--- config.mk ---
export PLATFORM = sky130hd
export DESIGN_NAME = ping_pong_ctrl
export DESIGN_NICKNAME = d
export VERILOG_FILES = /design/src/rtl/ppc_pkg.sv /design/src/rtl/ppc_prescaler.sv /design/src/rtl/ping_pong_ctrl.sv
export SDC_FILE = /design/constraint.sdc
export NUM_CORES = 1
export LEC_CHECK = 0
export ABC_AREA = 1
export CORE_UTILIZATION = 35
export CTS_CLUSTER_DIAMETER = 120
export CTS_CLUSTER_SIZE = 10
export DETAILED_ROUTE_END_ITERATION = 6
export GPL_TIMING_DRIVEN = 0
export HOLD_SLACK_MARGIN = 0.05
export PLACE_DENSITY = 0.7
export SLEW_MARGIN = 20
export SYNTH_ARGS = -nofsm -noshare
export SYNTH_HDL_FRONTEND = slang
export SYNTH_SLANG_ARGS = --single-unit
--- constraint.sdc ---
create_clock -name i_clk -period 2.8 [get_ports i_clk]
set_input_delay 0.42 -clock i_clk [delete_from_list [all_inputs] [get_ports i_clk]]
set_output_delay 0.42 -clock i_clk [all_outputs]
set_load 0.1 [all_outputs]
--- src/rtl/ppc_pkg.sv ---
// ppc_pkg: shared definitions for the ping-pong counter run controller.
//   - state_t  : controller state encoding (2 bits; code 3 unused, treated as IDLE)
//   - CNT_W_DEF: default bound / counter width
//   - MAX_RST / MIN_RST: bound register values after reset
package ppc_pkg;

    typedef enum logic [1:0] {
        ST_IDLE  = 2'd0,
        ST_RUN   = 2'd1,
        ST_PAUSE = 2'd2
    } state_t;

    localparam int CNT_W_DEF = 4;

    localparam logic [CNT_W_DEF-1:0] MAX_RST = 4'hF;
    localparam logic [CNT_W_DEF-1:0] MIN_RST = 4'h0;

endpackage

--- src/rtl/ppc_prescaler.sv ---
// ppc_prescaler: divides the clock into a one-cycle terminal-count strobe.
//   i_clk  : system clock, rising edge
//   i_rst  : asynchronous active-high reset (count -> 0)
//   i_clr  : synchronous clear (count -> 0), dominates i_run
//   i_run  : count advances 0..TICK_DIV-1 and wraps while high, holds while low
//   o_tc   : high when count == TICK_DIV-1 and i_run
module ppc_prescaler #(
    parameter int TICK_DIV = 4
) (
    input  logic i_clk,
    input  logic i_rst,
    input  logic i_clr,
    input  logic i_run,
    output logic o_tc
);

    localparam int W = (TICK_DIV > 1) ? $clog2(TICK_DIV) : 1;
    localparam logic [W-1:0] TC_VAL = W'(TICK_DIV - 1);

    logic [W-1:0] r_cnt;
    logic         w_at_tc;

    assign w_at_tc = (r_cnt == TC_VAL);
    assign o_tc    = i_run && w_at_tc;

    // Prescale counter: clear, wrap at terminal count, or hold when not running.
    always_ff @(posedge i_clk or posedge i_rst) begin
        if (i_rst) begin
            r_cnt <= W'(0);
        end else if (i_clr) begin
            r_cnt <= W'(0);
        end else if (i_run) begin
            if (w_at_tc) begin
                r_cnt <= W'(0);
            end else begin
                r_cnt <= r_cnt + W'(1);
            end
        end else begin
            r_cnt <= r_cnt;
        end
    end

endmodule

--- src/rtl/ping_pong_ctrl.sv ---
// ping_pong_ctrl: run controller for the ping-pong counter.
// Latches max/min bounds in IDLE, holds the counter in reset while idle,
// paces it with a divided enable strobe, and aligns flip requests to a step.
//   i_clk, i_rst       : clock, asynchronous active-high reset
//   i_sw_val           : switch value for bound loads
//   i_load_max/min     : one-cycle load pulses (honoured in IDLE only)
//   i_start / i_stop   : run/resume, pause/abort (stop wins when both pulse)
//   i_flip_req         : direction flip request pulse
//   o_cnt_rst_n        : counter synchronous reset, active-low (low in IDLE)
//   o_cnt_enable       : counter step strobe
//   o_cnt_flip         : counter flip, only ever high with o_cnt_enable
//   o_cnt_max/min      : latched bounds
//   o_state            : current state code
//   o_cfg_err          : sticky, start refused because max <= min
module ping_pong_ctrl
    import ppc_pkg::*;
#(
    parameter int TICK_DIV = 4,
    parameter int CNT_W    = CNT_W_DEF
) (
    input  logic             i_clk,
    input  logic             i_rst,
    input  logic [CNT_W-1:0] i_sw_val,
    input  logic             i_load_max,
    input  logic             i_load_min,
    input  logic             i_start,
    input  logic             i_stop,
    input  logic             i_flip_req,
    output logic             o_cnt_rst_n,
    output logic             o_cnt_enable,
    output logic             o_cnt_flip,
    output logic [CNT_W-1:0] o_cnt_max,
    output logic [CNT_W-1:0] o_cnt_min,
    output logic [1:0]       o_state,
    output logic             o_cfg_err
);

    state_t           r_state;
    state_t           w_state_next;
    logic [CNT_W-1:0] r_max;
    logic [CNT_W-1:0] w_max_next;
    logic [CNT_W-1:0] r_min;
    logic [CNT_W-1:0] w_min_next;
    logic             r_flip_pend;
    logic             w_flip_pend_next;
    logic             r_cfg_err;
    logic             w_cfg_err_next;
    logic             w_presc_clr;
    logic             w_run;
    logic             w_tc;
    logic             w_flip;

    // The prescaler only advances in RUN, so PAUSE freezes it mid-period.
    assign w_run = (r_state == ST_RUN);

    ppc_prescaler #(
        .TICK_DIV (TICK_DIV)
    ) u_presc (
        .i_clk (i_clk),
        .i_rst (i_rst),
        .i_clr (w_presc_clr),
        .i_run (w_run),
        .o_tc  (w_tc)
    );

    // flip_req feeds the flip directly so a request in the terminal cycle is not delayed.
    assign w_flip       = w_tc && (r_flip_pend || i_flip_req);
    assign o_cnt_enable = w_tc;
    assign o_cnt_flip   = w_flip;
    assign o_cnt_rst_n  = (r_state == ST_RUN) || (r_state == ST_PAUSE);
    assign o_cnt_max    = r_max;
    assign o_cnt_min    = r_min;
    assign o_state      = r_state;
    assign o_cfg_err    = r_cfg_err;

    // State, bound, pending-flip and error registers.
    always_ff @(posedge i_clk or posedge i_rst) begin
        if (i_rst) begin
            r_state     <= ST_IDLE;
            r_max       <= CNT_W'(MAX_RST);
            r_min       <= CNT_W'(MIN_RST);
            r_flip_pend <= 1'b0;
            r_cfg_err   <= 1'b0;
        end else begin
            r_state     <= w_state_next;
            r_max       <= w_max_next;
            r_min       <= w_min_next;
            r_flip_pend <= w_flip_pend_next;
            r_cfg_err   <= w_cfg_err_next;
        end
    end

    // Next-state and next-register decode; stop has priority over start everywhere.
    always_comb begin
        w_state_next     = r_state;
        w_max_next       = r_max;
        w_min_next       = r_min;
        w_flip_pend_next = r_flip_pend;
        w_cfg_err_next   = r_cfg_err;
        w_presc_clr      = 1'b0;

        case (r_state)
            ST_RUN: begin
                if (i_stop) begin
                    w_state_next = ST_PAUSE;
                end else begin
                    w_state_next = ST_RUN;
                end
                // A flip consumes the pending request and any same-cycle request.
                if (w_flip) begin
                    w_flip_pend_next = 1'b0;
                end else if (i_flip_req) begin
                    w_flip_pend_next = 1'b1;
                end else begin
                    w_flip_pend_next = r_flip_pend;
                end
            end

            ST_PAUSE: begin
                if (i_stop) begin
                    w_state_next     = ST_IDLE;
                    w_presc_clr      = 1'b1;
                    w_flip_pend_next = 1'b0;
                end else begin
                    if (i_start) begin
                        w_state_next = ST_RUN;
                    end else begin
                        w_state_next = ST_PAUSE;
                    end
                    if (i_flip_req) begin
                        w_flip_pend_next = 1'b1;
                    end else begin
                        w_flip_pend_next = r_flip_pend;
                    end
                end
            end

            // IDLE, and the unused code 3 which behaves as IDLE.
            default: begin
                w_presc_clr      = 1'b1;
                w_flip_pend_next = 1'b0;
                w_state_next     = ST_IDLE;
                if (i_load_max) begin
                    w_max_next = i_sw_val;
                end else begin
                    w_max_next = r_max;
                end
                if (i_load_min) begin
                    w_min_next = i_sw_val;
                end else begin
                    w_min_next = r_min;
                end
                if (i_start && !i_stop) begin
                    if (r_max > r_min) begin
                        w_state_next   = ST_RUN;
                        w_cfg_err_next = 1'b0;
                    end else begin
                        w_cfg_err_next = 1'b1;
                    end
                end else if (i_load_max || i_load_min) begin
                    w_cfg_err_next = 1'b0;
                end else begin
                    w_cfg_err_next = r_cfg_err;
                end
            end
        endcase
    end

endmodule

==> results of run 1 <==
[worst reg2reg max path: stages (launching register included)]
cell and delay [ps]:
dfrtp_1 380, inv_1 50, ha_1 410, nand2_2 190
nand3_2 110, nand2_1 50, inv_1 60, a21oi_2 30
[worst paths after layout]
check,to,slack [ps],cells past startpoint
setup / recovery,o_cnt_flip,110,5
hold / removal,u_presc.r_cnt[0],460,2
setup reg to reg,o_cfg_err,1420,7
hold reg to reg,o_cnt_max[0],490,2
max in group asynchronous,o_cnt_max[3],1960,2
min in group i_clk,o_cnt_max[0],490,2
[cell families after synthesis]
| kind of cell | share of synthesized area, % |
|---|---|
| AOI/OAI and AO/OA | 11.3 |
| and+or+nand+nor | 20.1 |
| buffers and inverters | 11.6 |
| adders and majority gates | 11.3 |
| DFF | 45.7 |
[area by class of cell]
| cell class | count | area [µm²] |
|---|---|---|
| flip-flops and latches | 14 | 355 |
| inverters | 24 | 90.1 |
| multi-input cells | 58 | 334 |
| fillers | 206 | 930 |
| repair buffers | 24 | 243 |
| clock buffers | 4 | 36.3 |
| well taps | 27 | 33.8 |
[metal layers]
metal,GRT usage (%),up-vias,wire length [µm]
li1,-,350,-
met1,17.4,329,689
met2,27.9,23,769
met3,3.12,3,91
met4,7.35,0,23
met5,0,-,0
[sequential cells by signal, summed over array words and instances (netlist names)]
name and flops:
o_cfg_err 1, o_state 2, o_cnt_min 4, u_presc.r_cnt 2, o_cnt_max 4, r_flip_pend 1
[report_power, final]
| part | switching, mW | leakage [nW] | internal [mW] |
|---|---|---|---|
| Clock | 0.0659 | 0.0210 | 0.0791 |
| Sequential | 0.0269 | 0.173 | 0.245 |
| Combinational | 0.360 | 0.361 | 0.123 |
| Total | 0.453 | 0.555 | 0.448 |
[placed cells by master, fill, tap and decap left out]
| cell | n |
|---|---|
| a21oi_1 | 2 |
| a21oi_2 | 1 |
| clkbuf_4 | 3 |
| clkbuf_8 | 1 |
| clkdlybuf4s50_1 | 23 |
| dfrtp_1 | 10 |
| dfstp_2 | 4 |
| dlymetal6s2s_1 | 1 |
| ha_1 | 7 |
| inv_1 | 24 |
| nand2_1 | 22 |
| nand2_2 | 2 |
| nand3_1 | 2 |
| nand3_2 | 2 |
| nor2_1 | 4 |
| nor2_2 | 2 |
| o21ai_0 | 1 |
| o21ai_1 | 9 |
| o22ai_1 | 3 |
| or2_2 | 1 |
[metrics by stage]
stage                     instances  hold WS [ps]  instance area (µm²)  setup WS (ps)  power [mW]
after floorplan                  96           306                  779            239       0.649
after global placement          147           471                 1050            254       0.756
after detailed placement        147           481                 1050            244       0.764
after CTS                       151           489                 1090           23.0       0.911
after global routing            151           514                 1090           9.50       0.954
final                           151           464                 1090            115       0.901
==> metrics, run 1 <==
status=completed; first-pass iteration count of the detailed router=4; antenna diode count=0; nets=143; Setup-failing EPs final=0; crit-path max FO=4; Area contributors post-synth=dfrtp_1, dfstp_2, inv_1; Detail Placement HPWL=around 1.2 mm; vias=705; Max IR drop VDD=0.486 mV; final WL=roughly 1.6 mm; PostCTS Resize Cnt=0; synthesized instance count=96; Worst setup startpoint=o_state[1]; layout cells sized above 1=12.9%; Worst Path Buf+Inv=2; most numerous cell in the Yosys netlist=inv_1; clk buf depth=2; worst slew pin tran=969 ps; Worst R2R Start=o_state[0]; Post-synth top cells=inv_1, nand2_1, dfrtp_1, o21ai_1, ha_1; FFs w/ async S/R, synth=100%; clock latency on the worst-skew pair=280 ps; H-tree depth=1; Post-Syn Area=slightly below 800 µm²; RSZ-0062 raised after global routing=no; routed vias/inst=4.67; skew final=10.5 ps; first-pass GRT wire length=about 2.8 mm; fin. max-slew vios=0; critical path's slowest cell=clkdlybuf4s50_1; crit path launch type=register; gpl congestion=roughly 0.77; synth unique cells=16; Mapped Nets=about 110; row count=16; critical path type=register to output pin; Syn. warnings=0; Post-CTS Setup Bufs=0; Setup crit end kind=output pin; worst path cell trace=inv_1 -> ha_1 -> nand2_1 -> nor2_2 -> clkdlybuf4s50_1; worst stage delay on the critical path=1130 ps; CP delay by family, top=buffers and inverters; CP arrival=~2300 ps; Clock Pin Slew Worst Setup and Hold Paths=about 90 ps; wire per inst=10.4 µm; cts bufs inserted=3; CTS sink count=14; Buffers on Ports=24; Layout area overhead=40.6%; Seq cells post-synth=14; Final Core Density=54.0%; Initial Utilization=38.4%; Final Hold Viols=0; Hold Crit Class=primary input to asynchronous set/reset pin; Required @ worst endpoint=2380 ps; Final period util=95.9%; max-cap viol count=0; CTS tree=built; share of the yosys chip area belonging to registers=45.7%; EDFF count, synth=0; Root Buffer=clkbuf_4; Final ANT Viol Nets=0; DIE WIDTH=~49 µm; Max Clk Rate=between 0.3 and 0.4 GHz; Rel. slew slack=35.2%; post-synth top area share=32.2%; gr ovfl total=0; Yosys top cell by area=dfrtp_1; Total GRT Usage=15.6%; min Tclk post-route=about 2700 ps; CTS Hold Bufs=0; setup TNS=0 ps; initial DRC count=9; initial antenna violation count=0; number of global-route vias before repair=~670; largest net degree at the start of global routing=15; die area=approximately 0.0024 mm²; num ports=25; power density over cell area=825 mW/mm²; core box area=a little over 0.002 mm²; Mapped Avg Cell Area=8.09 µm²; Leak=0.555 nW; Die Y=49.1 µm; Primary FF master, synth=dfrtp_1; Residual DRC=0
Power figures use the tool's default switching activity.
==> run 2, diff against run 1 <==
==> constraint.sdc (replaced) <==
create_clock -name i_clk -period 2.55 [get_ports i_clk]
set_input_delay 0.3825 -clock i_clk [delete_from_list [all_inputs] [get_ports i_clk]]
set_output_delay 0.3825 -clock i_clk [all_outputs]
set_load 0.1 [all_outputs]
==> metrics, run 2 (synthesis results as in run 1) <==
Rel. slew slack=35.2% (unchanged); Worst R2R Start=o_state[0]; power density over cell area=909 mW/mm² (+10%); number of global-route vias before repair=673 (unchanged); worst stage delay on the critical path=820 ps (-310 ps); Worst Path Buf+Inv=3 (+1); die area=0.00241 mm² (unchanged); Die Y=49.1 µm (unchanged); Final ANT Viol Nets=0 (unchanged); clock share of power=16.1% (about the same); routed vias/inst=4.67 (unchanged); Storage cell area=355 µm² (unchanged); Residual DRC=0 (unchanged); Detail Placement HPWL=1.25 mm (unchanged); DIE WIDTH=49.1 µm (unchanged); nets=143 (unchanged); vias=705 (unchanged); Switching Power=498 µW (+9.8%); Hold Crit Class=primary input to asynchronous set/reset pin; Total GRT Usage=15.6% (unchanged); first-pass iteration count of the detailed router=4 (unchanged); internal power=490 µW (+9.5%); Gate power share=53.6% (about the same); core box area=0.00202 mm² (unchanged); Final Core Density=53.8% (-0.25 points); skew final=10.5 ps (unchanged); antenna diode count=0 (unchanged); Setup-failing EPs final=0 (unchanged); first-pass GRT wire length=2.82 mm (unchanged); Reg2Reg Depth=7 (unchanged); Clock Pin Slew Worst Setup and Hold Paths=90 ps (about the same); fin cells=151 (unchanged); Layout area overhead=39.9%; Max IR drop VDD=0.532 mV (+9.5%); min Tclk post-route=2420 ps; RSZ-0062 raised after global routing=no; largest net degree at the start of global routing=15 (unchanged); Buffers on Ports=24 (unchanged); initial antenna violation count=0 (unchanged); Leak=0.549 nW (-1.1%); Post-CTS Setup Bufs=0 (unchanged); crit-path max FO=6 (+2); critical path type=register to output pin; CTS tree=built; Required @ worst endpoint=2170 ps (-210 ps); wire per inst=10.4 µm (-0.19%); final WL=1.57 mm (-0.19%); clk buf depth=2 (unchanged); CTS sink count=14 (unchanged); commonest cells after routing, fill and taps aside=inv_1, nand2_1, clkdlybuf4s50_1; CP delay by family, top=buffers and inverters; Levels on crit path=4 (-1); status=completed; Final period util=94.9%; area of the multi-input gates=334 µm² (unchanged); CP arrival=2040 ps (-230 ps); gr ovfl total=0 (unchanged); cts bufs inserted=3 (unchanged); fin. max-slew vios=0 (unchanged); commonest non-fill, non-tap cell in the layout=inv_1; num ports=25 (unchanged); H-tree depth=1 (unchanged); Flop pwr share=30.3% (about the same); max-cap viol count=0 (unchanged); Reg2Reg Setup Slack=1170 ps (-250 ps); crit path launch type=register; Filler Cell Count=208 (+0.97%); Sw Ratio=50.4% (+0.077 points); setup TNS=0 ps (unchanged); row count=16 (unchanged); critical path's slowest cell=clkdlybuf4s15_1; Final Hold Viols=0 (unchanged); Initial Utilization=38.4% (unchanged); Max Clk Rate=~0.41 GHz; placed insts=147 (unchanged); gpl congestion=0.767 (unchanged); layout cells sized above 1=12.9% (unchanged); most frequent cell on the critical path=inv_1; initial DRC count=9 (unchanged); worst path cell trace=inv_1 -> ha_1 -> inv_1 -> clkdlybuf4s15_1; Root Buffer=clkbuf_4; clock latency on the worst-skew pair=280 ps (about the same); FF-to-FF End=o_cfg_err; Setup crit end kind=output pin; worst slew pin tran=969 ps (unchanged)
==> run 2: area by class of cell <==
type / count / share of cell area, %
multi-input cells: 58 / 30.7
well taps: 27 / 3.11
repair buffers: 24 / 21.9
clock buffers: 4 / 3.34
inverters: 24 / 8.29
flip-flops and latches: 14 / 32.7
==> run 2: worst max path at each step <==
stage                     from          end  slack (ps)
global route        o_state[0]  o_cnt_rst_n          20
detailed placement  i_flip_req   o_cnt_flip          70
finish              o_state[0]  o_cnt_rst_n         130
floorplan           o_state[0]   o_cnt_flip          30
CTS                 o_state[0]  o_cnt_rst_n          90
global placement    i_flip_req   o_cnt_flip          80
==> run 2: worst reg2reg max path: cells and delay by family (launching register included) <==
kind	cells	cell delay, ps
compound gates	1	30
simple gates	3	350
flops	1	380
fa+ha+maj	1	410
buf+inv	2	110
==> run 2: per-layer routing <==
metal  vias up  wire length (µm)  track usage, %  part of all wire [%]
li1        350                 -               -                     -
met2        23               769            27.9                    49
met1       329               684            17.4                    44
met3         3                94            3.12                   6.0
met4         0                23            7.35                   1.5
met5         -                 0               0                     0
==> run 2: per-stage QoR <==
stage | total power [mW] | worst slack (ps) | hold slack (ps) | cell area (µm²)
floorplan | 0.713 | 26.3 | 269 | 779
global placement | 0.830 | 78.7 | 471 | 1050
detailed placement | 0.839 | 68.7 | 481 | 1050
CTS | 0.998 | 90.8 | 451 | 1090
global route | 1.05 | 23.4 | 509 | 1090
finish | 0.988 | 131 | 426 | 1090
==> run 2: what timing repair did <==
| action | 4_1_cts | 5_1_grt |
|---|---|---|
| resized for setup | 3 | 1 |
| pin swaps | 0 | 0 |
| setup endpoints to repair | 3 | 1 |
| hold endpoints to repair | 0 | 0 |
| hold buffers | 0 | 0 |
==> run 2: power groups by stage <==
stage | Clock, mW | Sequential, mW | Combinational (mW)
final | 0.159 | 0.299 | 0.530
after global routing | 0.176 | 0.307 | 0.564
after CTS | 0.163 | 0.300 | 0.534
after detailed placement | 0 | 0.304 | 0.534
after global placement | 0 | 0.302 | 0.528
after floorplan | 0 | 0.549 | 0.164
